<file path="src/rtl/mux_16to1_scan_sequencer.sv">
// Scan sequencer for a 16:1 mux. It loads a parallel word, walks the select
// across every position and returns the mux output as a valid/ready/last bit stream.
module mux_16to1_scan_sequencer #(
   parameter int unsigned WIDTH     = 16,
   parameter int unsigned SEL_W     = 4,
   parameter bit          MSB_FIRST = 1'b0
) (
   input  logic             clk_i,
   input  logic             rst_i,
   input  logic             load_valid_i,
   output logic             load_ready_o,
   input  logic [WIDTH-1:0] load_data_i,
   output logic [WIDTH-1:0] mux_in_o,
   output logic [SEL_W-1:0] mux_sel_o,
   input  logic             mux_out_i,
   output logic             ser_valid_o,
   input  logic             ser_ready_i,
   output logic             ser_data_o,
   output logic             ser_last_o,
   output logic             busy_o
);

   localparam logic [SEL_W-1:0] SEL_START = MSB_FIRST ? SEL_W'(WIDTH - 1) : SEL_W'(0);
   localparam logic [SEL_W-1:0] SEL_END   = MSB_FIRST ? SEL_W'(0) : SEL_W'(WIDTH - 1);

   typedef enum logic {
      IDLE = 1'b0,
      SCAN = 1'b1
   } state_e;

   state_e           state_q, state_d;
   logic [WIDTH-1:0] mux_in_q, mux_in_d;
   logic [SEL_W-1:0] sel_q, sel_d;
   logic             valid_q, valid_d;
   logic             last_q, last_d;
   logic             ready_q, ready_d;

   // State and registered handshake outputs.
   always_ff @(posedge clk_i) begin
      if (rst_i) begin
         state_q  <= IDLE;
         mux_in_q <= '0;
         sel_q    <= '0;
         valid_q  <= 1'b0;
         last_q   <= 1'b0;
         ready_q  <= 1'b1;
      end else begin
         state_q  <= state_d;
         mux_in_q <= mux_in_d;
         sel_q    <= sel_d;
         valid_q  <= valid_d;
         last_q   <= last_d;
         ready_q  <= ready_d;
      end
   end

   // Next state; status outputs are precomputed from the next state so they register cleanly.
   always_comb begin
      state_d  = state_q;
      mux_in_d = mux_in_q;
      sel_d    = sel_q;
      unique case (state_q)
         IDLE: begin
            if (load_valid_i) begin
               mux_in_d = load_data_i;
               sel_d    = SEL_START;
               state_d  = SCAN;
            end
         end
         SCAN: begin
            if (ser_ready_i) begin
               if (sel_q == SEL_END) begin
                  state_d = IDLE;
               end else if (MSB_FIRST) begin
                  sel_d = sel_q - SEL_W'(1);
               end else begin
                  sel_d = sel_q + SEL_W'(1);
               end
            end
         end
         default: state_d = IDLE;
      endcase
      valid_d = (state_d == SCAN);
      last_d  = (state_d == SCAN) && (sel_d == SEL_END);
      ready_d = (state_d == IDLE);
   end

   assign mux_in_o     = mux_in_q;
   assign mux_sel_o    = sel_q;
   assign ser_valid_o  = valid_q;
   assign ser_last_o   = last_q;
   assign busy_o       = valid_q;
   assign load_ready_o = ready_q;
   // The serial bit passes straight through from the mux with no extra register.
   assign ser_data_o   = mux_out_i;

endmodule
</file>
<file path="config.mk">
export PLATFORM = sky130hd
export DESIGN_NAME = mux_16to1_scan_sequencer
export DESIGN_NICKNAME = d
export VERILOG_FILES = /design/src/rtl/mux_16to1_scan_sequencer.sv
export SDC_FILE = /design/constraint.sdc
export NUM_CORES = 1
export LEC_CHECK = 0
export ABC_AREA = 1
export BUFFER_PORTS_ARGS = -buffer_cell sky130_fd_sc_hd__buf_2
export CAP_MARGIN = 20
export CELL_PAD_IN_SITES_DETAIL_PLACEMENT = 0
export CELL_PAD_IN_SITES_GLOBAL_PLACEMENT = 1
export CORE_AREA = 5 5 62 64
export CTS_BUF_LIST = sky130_fd_sc_hd__clkbuf_16
export DETAILED_ROUTE_END_ITERATION = 6
export DIE_AREA = 0 0 67 69
export GPL_TIMING_DRIVEN = 0
export PLACE_DENSITY_LB_ADDON = 0.08
export REMOVE_ABC_BUFFERS = 1
export SLEW_MARGIN = 0
export SYNTH_ARGS = -nofsm -noshare
export SYNTH_HDL_FRONTEND = slang
export SYNTH_SLANG_ARGS = --single-unit
</file>
<file path="constraint.sdc">
create_clock -name clk_i -period 1.55 [get_ports clk_i]
set_input_delay 0.2325 -clock clk_i [delete_from_list [all_inputs] [get_ports clk_i]]
set_output_delay 0.2325 -clock clk_i [all_outputs]
set_load 0.02 [all_outputs]
</file>
==> impl_metrics.py <==
metrics = {
    "layout": {
        "syn_to_final_growth_pct": 37.0,
        "drive_gt1_share_pct": 32.1,
        "multi_input_area_um2": 380,
        "fin_nets": 188,
        "final_util_pct": 38.7,
        "fillCellCount": 368,
        "antennaDiodeCount": 0,
        "register_area_um2": 460,
    },
    "run_status": {
        "status": "completed",
    },
    "yosys": {
        "synth_top_area_cell": "dfxtp_1",
        "netlist_instances": 122,
        "synth_area_leaders": "dfxtp_1 50%, nor2_1 16%, o21ai_0 9.9%",
        "seq_area_frac_synth_pct": 50.5,
        "ys_async_sr_fraction_pct": 0,
        "yosysMostFrequentCell": "nor2_1",
        "synth.top_cell.area_share_pct": 50.5,
        "syn-cell-area_um2": 912,
        "yosys_most_used_dff": "dfxtp_1",
        "synth_warnings": 0,
        "netlist-cell-type-count": 19,
        "synth_area_per_cell_um2": 7.48,
        "ys_ff_latch": 23,
        "ys_top_cells_by_count": "38 x nor2_1, 23 x dfxtp_1, 18 x o21ai_0",
        "synth_edf_count": 0,
    },
    "die": {
        "die_y_um": 69,
        "io_pins": 46,
        "die_area_um2": 4620,
        "coreArea_um2": 3230,
        "die_w_um": 67,
        "initial_core_util_pct": 28.2,
        "rows": 21,
    },
    "place": {
        "dp_hpwl_um": 1590,
        "dp_slack_ns": 0.0361,
        "gp_congestion": 0.788,
        "port_buffers": 43,
    },
    "setup_path": {
        "crit_chain": "ha_1 -> nand3_1 -> nand2_1 -> nand3_1 -> o21ai_2 -> nand3_1 -> nor2_1",
        "cpMostUsedCell": "nand3_1",
        "startpoint": "mux_sel_o[0]$_SDFF_PP0_",
        "slowest_delay_ns": 0.40,
        "start_kind": "register",
        "reg2reg_depth": 7,
        "path_max_fanout": 5,
        "critPathArrivalTime_ns": 1.50,
        "r2r_end": "ser_last_o$_SDFF_PP0_",
        "critical_path_required_ns": 1.74,
        "reg2reg_from": "mux_sel_o[0]$_SDFF_PP0_",
        "crit_path_end_kind": "register",
        "regToRegSetupSlack_ns": 0.24,
        "crit_end": "ser_last_o$_SDFF_PP0_",
        "criticalPathCategory": "register to register",
        "slowest_stage": "dfxtp_1",
    },
    "timing": {
        "tns_ns": 0,
        "tightest_slew_ns": 0.406,
        "max_freq_mhz": 765,
        "slew_violations": 0,
        "hold_violations": 0,
        "holdWs_ns": 0.229,
        "fin_crit_sh_pct": 84.4,
        "post-route-min-period_ns": 1.31,
        "setup-violations-final": 0,
        "finClkSkew_ns": 0.00501,
        "rsz0062_at_grt": "no",
        "worst_slack_ns": 0.242,
        "maxSlewHeadroom_pct": 72.9,
    },
    "power": {
        "ir_drop_mv": 0.315,
        "power_leakage_nw": 0.612,
        "power_density_nw_per_um2": 1150,
        "power_w": 0.00143,
    },
    "detailed_routing": {
        "drtIter0Drc": 28,
        "wire_per_inst_um": 10.2,
        "drt_wl_total_um": 2150,
        "drc_errors": 0,
        "vias_per_cell": 4.16,
        "drtAntennaViolNets": 0,
        "drt_first_pass_iters": 4,
        "via_count": 877,
    },
    "cts": {
        "clock-sinks": 23,
        "path_clk_slew_ns": 0.06,
        "worstSkewPairLatency_ns": 0.25,
        "root_buffer": "clkbuf_16",
        "htreeDepth": 1,
        "cts_tree": "built",
        "hold_buffers": 0,
        "numCtsBuffers": 3,
        "clk_path_buf_depth": 2,
    },
    "grt": {
        "antenna_found_initial": 0,
        "grt_pass1_wl_um": 3630,
        "grt_max_degree": 22,
        "grt_pass1_vias": 863,
        "grt_use_total_pct": 9.84,
        "grt_overflow_total": 0,
    },
    "run": {
        "max-cap-violations": 0,
    },
    "min_path": {
        "min_path_type": "primary input to register",
    },
}
## cells in the final DEF (no fill, tap or decap), drive strengths merged
master,instances
clkbuf,3
nor3,1
clkinv,1
nand2,13
nand3,6
o211ai,1
ha,1
buf,45
a21oi,2
clkinvlp,1
o21ai,19
dfxtp,23
nand3b,1
inv,9
nor2,38
nand4,1
## kinds of logic after synthesis
logic type / after synthesis / synth area share [%]
buffers and inverters: 16 / 8.37
adders and majority gates: 1 / 1.37
AOI/OAI and AO/OA: 22 / 13.2
DFF: 23 / 50.5
and+or+nand+nor: 60 / 26.6
## timing repair
item	4_1_cts	5_1_grt
setup buffers	0	2
resized for setup	0	2
setup endpoints to repair	0	16
## metrics by stage
stage | std cells | area, µm²
floorplan | 116 | 873
global placement | 205 | 1150
detailed placement | 205 | 1150
CTS | 209 | 1230
global route | 211 | 1250
finish | 211 | 1250
## layout make-up
cell class | count | share of cell area, %
sequential | 23 | 36.8
inverter | 10 | 3.30
tap | 46 | 4.60
clock buffer | 3 | 6.01
timing repair buffer | 45 | 18.4
multi-input combinational | 83 | 30.4
clock inverter | 1 | 0.400
## state kept, by name (all words and copies together), names as in the netlist
signal        flops
load_ready_o      1
busy_o            1
ser_last_o        1
mux_sel_o         4
mux_in_o         16
## how the worst min path moves through the flow
stage	to	slack, ns	from	cells after the start
after floorplan	mux_sel_o[0]$_SDFF_PP0_	0.30	rst_i	1
after global placement	mux_in_o[3]$_SDFFE_PP0P_	0.46	mux_in_o[3]$_SDFFE_PP0P_	2
after detailed placement	ser_data_o	0.47	mux_out_i	0
after CTS	mux_in_o[12]$_SDFFE_PP0P_	0.23	load_data_i[12]	3
after global routing	mux_in_o[14]$_SDFFE_PP0P_	0.24	load_data_i[14]	3
final	mux_in_o[12]$_SDFFE_PP0P_	0.23	load_data_i[12]	3
## report_power, final
| group | total, W | switching, W | internal (W) |
|---|---|---|---|
| sequential | 0.000657 | 0.0000223 | 0.000634 |
| combinational | 0.000235 | 0.000150 | 0.0000854 |
| clock | 0.000543 | 0.000197 | 0.000346 |
## worst max-delay path, delay by kind of cell (launching register included)
kind	cells	cell delay, ns
AND/OR/NAND/NOR	5	0.55
flip-flops	1	0.40
adder cells (fa/ha/maj)	1	0.23
AO/OA/AOI/OAI	1	0.08
## per-layer routing
metal / vias up / global-route usage [%] / wire [µm]
met5: - / 0 / 0
met4: 0 / 3.38 / 23
met3: 2 / 2.92 / 135
met2: 22 / 16.9 / 987
met1: 382 / 11.3 / 1000
li1: 471 / - / -
Power figures use the tool's default switching activity.
